## config.mk

```make
export PLATFORM = sky130hd
export DESIGN_NAME = pkg_wr_ctrl_flat
export DESIGN_NICKNAME = d
export VERILOG_FILES = /design/src/rtl/pkg_wr_ctrl_if.sv /design/src/rtl/pkg_wr_ctrl.sv /design/src/flat_wrapper.sv
export SDC_FILE = /design/constraint.sdc
export NUM_CORES = 1
export LEC_CHECK = 0
export CELL_PAD_IN_SITES_DETAIL_PLACEMENT = 0
export CELL_PAD_IN_SITES_GLOBAL_PLACEMENT = 1
export CORE_AREA = 2 2 134 136
export CTS_CLUSTER_SIZE = 25
export DETAILED_ROUTE_END_ITERATION = 10
export DIE_AREA = 0 0 136 138
export DONT_BUFFER_PORTS = 1
export GPL_TIMING_DRIVEN = 0
export PLACE_DENSITY_LB_ADDON = 0.1
export SYNTH_ARGS = -nofsm -noshare
export SYNTH_HDL_FRONTEND = slang
export SYNTH_SLANG_ARGS = --single-unit
```

## constraint.sdc

```tcl
create_clock -name clk -period 4.94 [get_ports clk]
set_clock_uncertainty 0.15 [all_clocks]
set_input_delay 0.494 -clock clk [delete_from_list [all_inputs] [get_ports clk]]
set_output_delay 0.494 -clock clk [all_outputs]
set_load 0.05 [all_outputs]
```

## src/rtl/pkg_wr_ctrl_if.sv

```systemverilog
// pkg_wr_ctrl_if: packet input beats plus high/low priority RAM write and pointer signals
interface pkg_wr_ctrl_if #(parameter int ADDR_WIDTH = 11);
  logic                  in_vld;
  logic                  in_sop;
  logic                  in_eop;
  logic                  in_qos;
  logic [2:0]            in_dest;
  logic [7:0]            in_data;
  logic                  hram_wen;
  logic                  lram_wen;
  logic [ADDR_WIDTH-1:0] hram_waddr;
  logic [ADDR_WIDTH-1:0] lram_waddr;
  logic [10:0]           hram_wdata;
  logic [10:0]           lram_wdata;
  logic [ADDR_WIDTH-1:0] hram_raddr;
  logic [ADDR_WIDTH-1:0] lram_raddr;
  logic [ADDR_WIDTH-1:0] high_real_waddr;
  logic [ADDR_WIDTH-1:0] low_real_waddr;
  logic                  drop_pulse;
  modport master (
    output in_vld, in_sop, in_eop, in_qos, in_dest, in_data, hram_raddr, lram_raddr,
    input  hram_wen, lram_wen, hram_waddr, lram_waddr, hram_wdata, lram_wdata,
           high_real_waddr, low_real_waddr, drop_pulse
  );
  modport slave (
    input  in_vld, in_sop, in_eop, in_qos, in_dest, in_data, hram_raddr, lram_raddr,
    output hram_wen, lram_wen, hram_waddr, lram_waddr, hram_wdata, lram_wdata,
           high_real_waddr, low_real_waddr, drop_pulse
  );
endinterface

```

## src/rtl/pkg_wr_ctrl.sv

```systemverilog
// pkg_wr_ctrl: writes packets into high (descending) or low (ascending) priority RAM,
// committing the read-visible pointer only on complete packets and dropping on overflow.
module pkg_wr_ctrl #(
  parameter int RAM_DEPTH  = 1144,
  parameter int ADDR_WIDTH = 11
) (
  input  logic           clk,
  input  logic           rst_n,
  pkg_wr_ctrl_if.slave   bus
);
  typedef enum logic [1:0] {IDLE, WRITE, DROP} state_t;
  localparam logic [ADDR_WIDTH:0]   DEPTH = (ADDR_WIDTH+1)'(RAM_DEPTH);
  localparam logic [ADDR_WIDTH-1:0] LAST  = ADDR_WIDTH'(RAM_DEPTH-1);
  localparam logic [ADDR_WIDTH-1:0] ONE   = ADDR_WIDTH'(1);
  state_t                state, state_n;
  logic                  qos_q, qos_n;
  logic [ADDR_WIDTH-1:0] wptr_h, wptr_l, base_h, base_l, nxt_h, nxt_l;
  logic                  full_h, full_l, rb_sop, rb, wr, wsel, commit, drop;
  logic [10:0]           word;
  function automatic logic is_full(input logic [ADDR_WIDTH-1:0] a, input logic [ADDR_WIDTH-1:0] b);
    logic [ADDR_WIDTH:0] used;
    used = (a >= b) ? {1'b0, a} - {1'b0, b} : {1'b0, a} + DEPTH - {1'b0, b};
    return used == DEPTH - 1'b1;
  endfunction
  // A sop arriving mid-packet rolls the old packet back before the new header is placed
  assign rb_sop = bus.in_vld & bus.in_sop & (state == WRITE);
  assign base_h = (rb_sop & qos_q) ? bus.high_real_waddr : wptr_h;
  assign base_l = (rb_sop & ~qos_q) ? bus.low_real_waddr : wptr_l;
  assign nxt_h  = (base_h == '0) ? LAST : base_h - ONE;
  assign nxt_l  = (base_l == LAST) ? '0 : base_l + ONE;
  assign full_h = is_full(bus.hram_raddr, base_h);
  assign full_l = is_full(base_l, bus.lram_raddr);
  always_comb begin
    state_n = state;
    qos_n   = qos_q;
    wsel    = bus.in_sop ? bus.in_qos : qos_q;
    wr      = 1'b0;
    rb      = rb_sop;
    commit  = 1'b0;
    drop    = rb_sop;
    word    = bus.in_sop ? {bus.in_dest, 8'h00} : {2'b00, bus.in_eop, bus.in_data};
    if (bus.in_vld) begin
      if (bus.in_sop) begin
        qos_n = bus.in_qos;
        if (bus.in_eop || (bus.in_qos ? full_h : full_l)) begin
          drop    = 1'b1;
          state_n = bus.in_eop ? IDLE : DROP;
        end else begin
          wr      = 1'b1;
          state_n = WRITE;
        end
      end else if (state == WRITE) begin
        if (qos_q ? full_h : full_l) begin
          rb      = 1'b1;
          drop    = 1'b1;
          state_n = bus.in_eop ? IDLE : DROP;
        end else begin
          wr      = 1'b1;
          commit  = bus.in_eop;
          state_n = bus.in_eop ? IDLE : WRITE;
        end
      end else if (state == DROP && bus.in_eop) begin
        state_n = IDLE;
      end
    end
  end
  always_ff @(posedge clk or negedge rst_n) begin
    if (!rst_n) begin
      state               <= IDLE;
      qos_q               <= 1'b0;
      wptr_h              <= LAST;
      wptr_l              <= '0;
      bus.high_real_waddr <= LAST;
      bus.low_real_waddr  <= '0;
      bus.hram_wen        <= 1'b0;
      bus.lram_wen        <= 1'b0;
      bus.hram_waddr      <= '0;
      bus.lram_waddr      <= '0;
      bus.hram_wdata      <= '0;
      bus.lram_wdata      <= '0;
      bus.drop_pulse      <= 1'b0;
    end else begin
      state               <= state_n;
      qos_q               <= qos_n;
      wptr_h              <= (wr & wsel) ? nxt_h : (rb & qos_q) ? bus.high_real_waddr : wptr_h;
      wptr_l              <= (wr & ~wsel) ? nxt_l : (rb & ~qos_q) ? bus.low_real_waddr : wptr_l;
      bus.high_real_waddr <= (commit & wsel) ? nxt_h : bus.high_real_waddr;
      bus.low_real_waddr  <= (commit & ~wsel) ? nxt_l : bus.low_real_waddr;
      bus.hram_wen        <= wr & wsel;
      bus.lram_wen        <= wr & ~wsel;
      bus.hram_waddr      <= (wr & wsel) ? base_h : bus.hram_waddr;
      bus.lram_waddr      <= (wr & ~wsel) ? base_l : bus.lram_waddr;
      bus.hram_wdata      <= (wr & wsel) ? word : bus.hram_wdata;
      bus.lram_wdata      <= (wr & ~wsel) ? word : bus.lram_wdata;
      bus.drop_pulse      <= drop;
    end
  end
endmodule

```

## src/flat_wrapper.sv

```systemverilog
// flat-port wrapper written by rule: the top's interface ports become plain ports
module pkg_wr_ctrl_flat 
#(
  parameter int RAM_DEPTH  = 1144,
  parameter int ADDR_WIDTH = 11
)
  (clk, rst_n, bus_in_vld, bus_in_sop, bus_in_eop, bus_in_qos, bus_in_dest, bus_in_data, bus_hram_raddr, bus_lram_raddr, bus_hram_wen, bus_lram_wen, bus_hram_waddr, bus_lram_waddr, bus_hram_wdata, bus_lram_wdata, bus_high_real_waddr, bus_low_real_waddr, bus_drop_pulse);
  pkg_wr_ctrl_if #(.ADDR_WIDTH(ADDR_WIDTH)) bus_i ();
  input  logic clk;
  input  logic rst_n;
  input wire logic [$bits(bus_i.in_vld)-1:0] bus_in_vld;
  input wire logic [$bits(bus_i.in_sop)-1:0] bus_in_sop;
  input wire logic [$bits(bus_i.in_eop)-1:0] bus_in_eop;
  input wire logic [$bits(bus_i.in_qos)-1:0] bus_in_qos;
  input wire logic [$bits(bus_i.in_dest)-1:0] bus_in_dest;
  input wire logic [$bits(bus_i.in_data)-1:0] bus_in_data;
  input wire logic [$bits(bus_i.hram_raddr)-1:0] bus_hram_raddr;
  input wire logic [$bits(bus_i.lram_raddr)-1:0] bus_lram_raddr;
  output wire logic [$bits(bus_i.hram_wen)-1:0] bus_hram_wen;
  output wire logic [$bits(bus_i.lram_wen)-1:0] bus_lram_wen;
  output wire logic [$bits(bus_i.hram_waddr)-1:0] bus_hram_waddr;
  output wire logic [$bits(bus_i.lram_waddr)-1:0] bus_lram_waddr;
  output wire logic [$bits(bus_i.hram_wdata)-1:0] bus_hram_wdata;
  output wire logic [$bits(bus_i.lram_wdata)-1:0] bus_lram_wdata;
  output wire logic [$bits(bus_i.high_real_waddr)-1:0] bus_high_real_waddr;
  output wire logic [$bits(bus_i.low_real_waddr)-1:0] bus_low_real_waddr;
  output wire logic [$bits(bus_i.drop_pulse)-1:0] bus_drop_pulse;
  assign bus_i.in_vld = bus_in_vld;
  assign bus_i.in_sop = bus_in_sop;
  assign bus_i.in_eop = bus_in_eop;
  assign bus_i.in_qos = bus_in_qos;
  assign bus_i.in_dest = bus_in_dest;
  assign bus_i.in_data = bus_in_data;
  assign bus_i.hram_raddr = bus_hram_raddr;
  assign bus_i.lram_raddr = bus_lram_raddr;
  assign bus_hram_wen = bus_i.hram_wen;
  assign bus_lram_wen = bus_i.lram_wen;
  assign bus_hram_waddr = bus_i.hram_waddr;
  assign bus_lram_waddr = bus_i.lram_waddr;
  assign bus_hram_wdata = bus_i.hram_wdata;
  assign bus_lram_wdata = bus_i.lram_wdata;
  assign bus_high_real_waddr = bus_i.high_real_waddr;
  assign bus_low_real_waddr = bus_i.low_real_waddr;
  assign bus_drop_pulse = bus_i.drop_pulse;
  pkg_wr_ctrl #(.RAM_DEPTH(RAM_DEPTH), .ADDR_WIDTH(ADDR_WIDTH)) u_core (.clk(clk), .rst_n(rst_n), .bus(bus_i));
endmodule
```

==> results of run 1 <==
repair_timing:
item | CTS | global route
endpoints found under the setup margin | 93 | 87
endpoints found under the hold margin | 94 | 0
resized for setup | 84 | 106
buffers inserted | 33 | 20
pin swaps | 18 | 27
cloned | 0 | 3
hold buffers | 2 | 0
sequential cells by signal, summed over array words and instances (netlist names), 2 cells and up:
| register | flops |
|---|---|
| u_core.bus.high_real_waddr | 11 |
| u_core.bus.hram_waddr | 11 |
| u_core.bus.hram_wdata | 11 |
| u_core.bus.low_real_waddr | 11 |
| u_core.bus.lram_waddr | 11 |
| u_core.bus.lram_wdata | 11 |
| u_core.state | 2 |
| u_core.wptr_h | 11 |
| u_core.wptr_l | 11 |
placed cells by master, fill, tap and decap left out, types with 22 or more instances in the layout:
cell type	Yosys	routed
mux2_2	28	24
nor2_1	34	30
a21oi_1	41	32
inv_1	83	74
dfrtp_1	80	78
xnor2_1	23	23
nand2_1	108	101
o21ai_0	64	61
nor2b_1	23	22
buf_4	0	49
ha_1	51	32
mux2i_1	35	31
path summary, 6_finish.rpt:
path                                                             end  slack, ns  cells past startpoint
worst max-delay path            u_core.bus.lram_waddr[5]$_DFFE_PN0N_       0.06                     19
worst min-delay path                        u_core.qos_q$_DFFE_PN0P_       0.23                      2
worst max register to register  u_core.bus.lram_waddr[5]$_DFFE_PN0N_       0.06                     19
worst min register to register          u_core.wptr_h[6]$_DFFE_PN1P_       0.38                      2
max in group asynchronous                u_core.state[1]$_DFFE_PN0P_       3.57                      2
min in group asynchronous               u_core.wptr_h[8]$_DFFE_PN0P_       0.58                      2
final cells by class:
cell class | count | area, µm² | share of cell area
Buffer | 27 | 256 | 0.0268
Clock buffer | 11 | 233 | 0.0243
Clock inverter | 5 | 45.0 | 0.00471
Inverter | 83 | 312 | 0.0326
Multi-Input combinational cell | 665 | 5500 | 0.576
Sequential cell | 94 | 2380 | 0.248
Tap cell | 229 | 287 | 0.0300
Timing Repair Buffer | 58 | 551 | 0.0576
report_power, final:
| group | internal, mW | leakage (nW) | total [mW] | switching (mW) |
|---|---|---|---|---|
| logic | 1.25 | 2.94 | 2.75 | 1.49 |
| clock network | 0.349 | 0.132 | 0.678 | 0.329 |
| registers | 1.02 | 1.20 | 1.80 | 0.787 |
| total | 2.62 | 4.26 | 5.23 | 2.61 |
per-layer routing:
metal,track usage,vias up,part of all wire
met5,0,-,0
li1,-,3230,-
met1,0.295,3396,0.40
met4,0.121,0,0.038
met2,0.452,180,0.52
met3,0.0491,61,0.048
stage by stage:
| stage | cell area (µm²) | hold WS (ns) | TNS [ns] |
|---|---|---|---|
| after floorplan | 7700 | 0.0484 | 0 |
| after global placement | 7990 | 0.0582 | -98.28 |
| after detailed placement | 7990 | 0.0535 | -101.23 |
| after CTS | 8890 | 0.208 | 0 |
| after global routing | 9560 | 0.257 | -3.33 |
| final | 9560 | 0.225 | 0 |
Yosys cell counts, types with 3 or more instances:
library cell | n | area (µm²)
mux2_1 | 18 | 203
o21ai_0 | 64 | 320
nor2_1 | 34 | 128
or3_1 | 5 | 31.3
a31oi_1 | 7 | 43.8
a211oi_1 | 5 | 37.5
a2111o_1 | 5 | 56.3
o221ai_1 | 4 | 35.0
nand2_1 | 108 | 405
o22ai_1 | 4 | 25.0
and3_1 | 10 | 62.6
dfstp_2 | 14 | 368
a21oi_1 | 41 | 205
clkbuf_1 | 19 | 71.3
ha_1 | 51 | 638
inv_1 | 83 | 312
mux2_2 | 28 | 315
nand2b_1 | 10 | 62.6
xor2_1 | 11 | 96.3
xnor2_1 | 23 | 201
or2_2 | 5 | 31.3
o211ai_1 | 10 | 75.1
nand4b_1 | 3 | 26.3
o31ai_1 | 5 | 37.5
o21a_1 | 3 | 22.5
nor4_1 | 10 | 62.6
mux2i_1 | 35 | 350
nor2b_1 | 23 | 144
buf_2 | 8 | 40.0
nand3_1 | 21 | 105
and4_1 | 3 | 26.3
nand4_1 | 12 | 75.1
a21boi_0 | 7 | 52.6
a21o_1 | 9 | 67.6
nor3_1 | 17 | 85.1
and2_1 | 12 | 75.1
fa_1 | 8 | 160
a2111oi_0 | 3 | 26.3
or4_1 | 3 | 22.5
dfrtp_1 | 80 | 2000
kinds of logic (layout without fill, tap and decap cells):
| kind of cell | count (synthesis) | after routing |
|---|---|---|
| xor+xnor | 34 | 34 |
| flops | 94 | 94 |
| simple gates | 291 | 291 |
| compound gates | 199 | 199 |
| buf+inv | 116 | 184 |
| fa+ha+maj | 59 | 59 |
| mux | 82 | 82 |
critical path: stages (launching register included):
cell       delay (ns)
dfrtp_2          0.44
and4b_2          0.39
buf_4            0.14
buf_6            0.14
and3_1           0.18
a21o_4           0.15
inv_2            0.07
ha_1             0.19
o311a_1          0.35
a31o_1           0.22
a2111o_1         0.47
a311oi_2         0.28
xor2_1           0.23
nand4_2          0.14
buf_6            0.18
a221oi_4         0.25
o31ai_4          0.10
nand2_4          0.18
clkbuf_16        0.20
mux2_4           0.30
==> results_dict.tcl, run 1 <==
set metrics [dict create \
    detail_route.wl_per_cell_um 20.7 \
    cp.arrival_ns 4.97 \
    cts_buffers 9 \
    cts_tree "built" \
    io_pins 108 \
    antenna_left 0 \
    cts-htree-levels 3 \
    min-delay-start "bus_in_qos" \
    dr.pass1.iters 5 \
    wirelength_um 24300 \
    yosys.area_share.xor_xnor 0.0390 \
    nFillCells 1641 \
    hpwl_um 17500 \
    synth.net_count 973 \
    synthAdderAreaFrac 0.104 \
    vias_per_cell 5.86 \
    grt_antenna_before_repair 0 \
    ys_seq_area_frac 0.310 \
    grt_pass1_vias 7232 \
    die_x_um 136 \
    rsz0062_at_grt "true" \
    gr-total-overflow 0 \
    start_util 0.436 \
    drc 0 \
    yosysWarningCount 0 \
    syn_area_um2 7640 \
    synth_compound_area_frac 0.173 \
    avgSynthCellArea_um2 8.74 \
    clock_path_buffers 2 \
    synth-simple-area-share 0.195 \
    muxShareOfSynthArea 0.115 \
    die_y_um 138 \
    worstReg2RegStart "u_core.state[1]$_DFFE_PN0P_" \
    max_freq_ghz 0.205 \
    clockRootBuffer "clkbuf_16" \
    dieArea_um2 18800 \
    core_area_um2 17500 \
    finalSetupViolations 0 \
    crit_path_end_kind "flip-flop" \
    numClockSinks 94 \
    final_cells 1172 \
    async_reset_ff_frac 1.00 \
    synth-edff-count 0 \
    ys.flop_type "dfrtp_1" \
    gp_congestion 0.890 \
    rows 49 \
    startpoint_type "flip-flop" \
    synth_top_family_by_area "simple AND/OR/NAND/NOR gates" \
    drt-initial-drc-count 438 \
    dp_slack_ns -1.35 \
    path_max_fanout 10 \
    total_power_mw 5.23 \
    path_class "flip-flop to flip-flop" \
    tightest_slew_ns 0.667 \
    worstHoldPathType "input port to flip-flop" \
    vias 6867 \
    hold_viol 0 \
    vdd_drop_max_uv 369 \
    antennaDiodeCount 0 \
    slew_violations 0 \
    drv_cap 0 \
    fin_util 0.545 \
    clkSlewWorstSetupHoldPaths_ns 0.07 \
    final_nets 1036 \
    powerDensity_nw_per_um2 547 \
    synth_cell_types 82 \
    clk_latency_ns 0.36 \
    fin_ws_ns 0.0627 \
    grt_start_max_net_pins 95 \
    status "finished clean" \
    leakage_nw 4.26 \
    area_growth_pct 25.1 \
    layout-drive-gt1-share 0.274 \
    cp-startpoint "u_core.state[1]$_DFFE_PN0P_" \
    gr-usage-all-layers 0.256 \
    post-place-cells 1104 \
    grt_pass1_wl_um 38000 \
    ys_ff_latch 94 \
    period_minus_slack_ns 4.88 \
    cp.required_ns 5.04 \
    portBuffers 0 \
    period_share 0.987 \
    synthCells 875 \
    slew_headroom 0.555 \
]
Note: power is estimated with default switching activity, not from simulation.
==> run 2: changes to the inputs <==
--- a/config.mk
+++ b/config.mk
@@ -12,7 +12,7 @@
 export DETAILED_ROUTE_END_ITERATION = 10
 export DIE_AREA = 0 0 136 138
 export DONT_BUFFER_PORTS = 1
-export GPL_TIMING_DRIVEN = 0
+export GPL_TIMING_DRIVEN = 1
 export PLACE_DENSITY_LB_ADDON = 0.1
 export SYNTH_ARGS = -nofsm -noshare
 export SYNTH_HDL_FRONTEND = slang
==> run 2 against run 1 <==
Compared with the run above:
- first-iteration DRC count fell by 8.7%
- routed wire length decreased by 2.4%
- worst hold slack lost 0.10 ns
- combinational power increased by 12%
- clock power shrank 0.6%
- sequential share of layout area down 0.27 points
- via count is the same
- clock-buffer cell count unchanged
==> results_dict.tcl, run 2 (synthesis gave the netlist of run 1 again) <==
set metrics [dict create \
    status "finished clean" \
    layout_commonest_cell "buf_4" \
    leakage_nw 4.45 \
    grt_pass1_vias 6972 \
    dieArea_um2 18800 \
    slew_headroom 0.593 \
    grt_antenna_before_repair 0 \
    hpwl_um 18300 \
    io_pins 108 \
    cp.arrival_ns 4.84 \
    period_minus_slack_ns 4.77 \
    vias 6867 \
    grt_util_met1 0.304 \
    cts-htree-levels 3 \
    worstHoldPathType "input port to flip-flop" \
    gp_congestion 0.919 \
    powerDensity_nw_per_um2 552 \
    antenna_left 0 \
    rsz0062_at_grt "true" \
    die_x_um 136 \
    rows 49 \
    layout-drive-gt1-share 0.288 \
    grt_start_max_net_pins 95 \
    vias_per_cell 5.61 \
    path_class "flip-flop to flip-flop" \
    cts_tree "built" \
    grt_use_met2 0.436 \
    die_y_um 138 \
    slew_violations 0 \
    clkSlewWorstSetupHoldPaths_ns 0.07 \
    portBuffers 0 \
    mostFrequentLayoutCells "buf_4 (119), nand2_1 (104), dfrtp_1 (78)" \
    cp.required_ns 5.01 \
    gr-total-overflow 0 \
    finalSetupViolations 0 \
    cts_buffers 9 \
    clock_path_buffers 2 \
    area_growth_pct 26.3 \
    drt-initial-drc-count 400 \
    path_max_fanout 9 \
    core_area_um2 17500 \
    tightest_slew_ns 0.610 \
    gr-usage-all-layers 0.249 \
    clk_latency_ns 0.35 \
    period_share 0.965 \
    nFillCells 1655 \
    antennaDiodeCount 0 \
    numClockSinks 94 \
    wirelength_um 23700 \
    grt_pass1_wl_um 37100 \
    drv_cap 0 \
    dr.pass1.iters 5 \
    start_util 0.436 \
    clockRootBuffer "clkbuf_16" \
    vdd_drop_max_uv 368 \
    crit_path_end_kind "flip-flop" \
    max_freq_ghz 0.210 \
    drc 0 \
    detail_route.wl_per_cell_um 19.3 \
    final_nets 1087 \
    use_met3 0.0477 \
    hold_viol 0 \
    whs_ns 0.125 \
    startpoint_type "flip-flop" \
    grt-busiest-layer "met2" \
    total_power_mw 5.33 \
]
==> run 2: cell count changes in the layout (fill, tap and decap cells not counted), moves of 7 or more <==
| cell | previous run | this run |
|---|---|---|
| clkbuf_1 | 8 | 1 |
| buf_4 | 49 | 119 |
| mux2_4 | 19 | 9 |
| mux2_1 | 3 | 11 |
==> run 2: where the power goes <==
group | switching [mW] | internal, mW
combinational | 1.70 | 1.36
sequential | 0.578 | 1.01
clock | 0.314 | 0.360
==> run 2: metal layers <==
layer / vias to the layer above / share of wire
met5: - / 0
met4: 0 / 0.029
met3: 37 / 0.046
met2: 159 / 0.52
met1: 3333 / 0.41
li1: 3338 / -
==> run 2: cell type report <==
class / instances / area (µm²) / share of cell area
Clock buffer: 11 / 243 / 0.0251
Tap cell: 229 / 287 / 0.0297
Inverter: 83 / 314 / 0.0325
Clock inverter: 5 / 41.3 / 0.00428
Timing Repair Buffer: 136 / 1160 / 0.120
Sequential cell: 94 / 2370 / 0.246
Multi-Input combinational cell: 665 / 5240 / 0.543
==> run 2: metrics by stage <==
| stage | TNS (ns) | setup WS, ns | util | cells | area [µm²] |
|---|---|---|---|---|---|
| 2_1_floorplan | 0 | 0.0212 | - | 875 | 7700 |
| 4_1_cts | 0 | 0.00182 | 0.514 | 1193 | 9010 |
| 6_report | 0 | 0.172 | 0.551 | 1223 | 9650 |
| 3_5_place_dp | -1.85 | -0.116 | 0.494 | 1175 | 8660 |
| 3_3_place_gp | -0.933 | -0.0544 | 0.494 | 1175 | 8660 |
| 5_1_grt | -0.526 | -0.0472 | 0.551 | 1223 | 9650 |
==> run 2: final timing paths <==
path / startpoint / endpoint / slack, ns / cells past startpoint
setup / recovery: u_core.state[1]$_DFFE_PN0P_ / u_core.bus.lram_waddr[2]$_DFFE_PN0N_ / 0.17 / 20
hold / removal: bus_in_vld / u_core.state[0]$_DFFE_PN0P_ / 0.12 / 1
setup reg to reg: u_core.state[1]$_DFFE_PN0P_ / u_core.bus.lram_waddr[2]$_DFFE_PN0N_ / 0.17 / 20
hold reg to reg: u_core.wptr_h[6]$_DFFE_PN1P_ / u_core.wptr_h[6]$_DFFE_PN1P_ / 0.38 / 2
max in group asynchronous: rst_n / u_core.qos_q$_DFFE_PN0P_ / 3.63 / 2
min in group asynchronous: rst_n / u_core.bus.high_real_waddr[8]$_DFFE_PN0P_ / 0.60 / 2
==> run 2: worst max-delay path, cell delays in order, from the launching register on <==
cell and delay, ns:
dfrtp_2 0.44, nand4b_1 0.32, buf_6 0.22, buf_4 0.14, nor3_4 0.14, nor2_2 0.06, and2_4 0.16, inv_1 0.06
fa_1 0.45, buf_6 0.15, nand2b_1 0.08, a21oi_1 0.05, or4b_4 0.56, nor4_4 0.26, nand4_1 0.13, nand4b_4 0.23
a221oi_4 0.30, o31ai_4 0.12, nand2_4 0.16, buf_12 0.15, mux2_2 0.34
==> run 2: repair_timing <==
item                                   CTS  global route
buffers inserted                         0            28
endpoints found under the hold margin   94             0
gates resized for setup                  7            96
pin swaps                                3            23
gates cloned                             0             2
setup endpoints to repair               39            74
hold buffers                             2             0
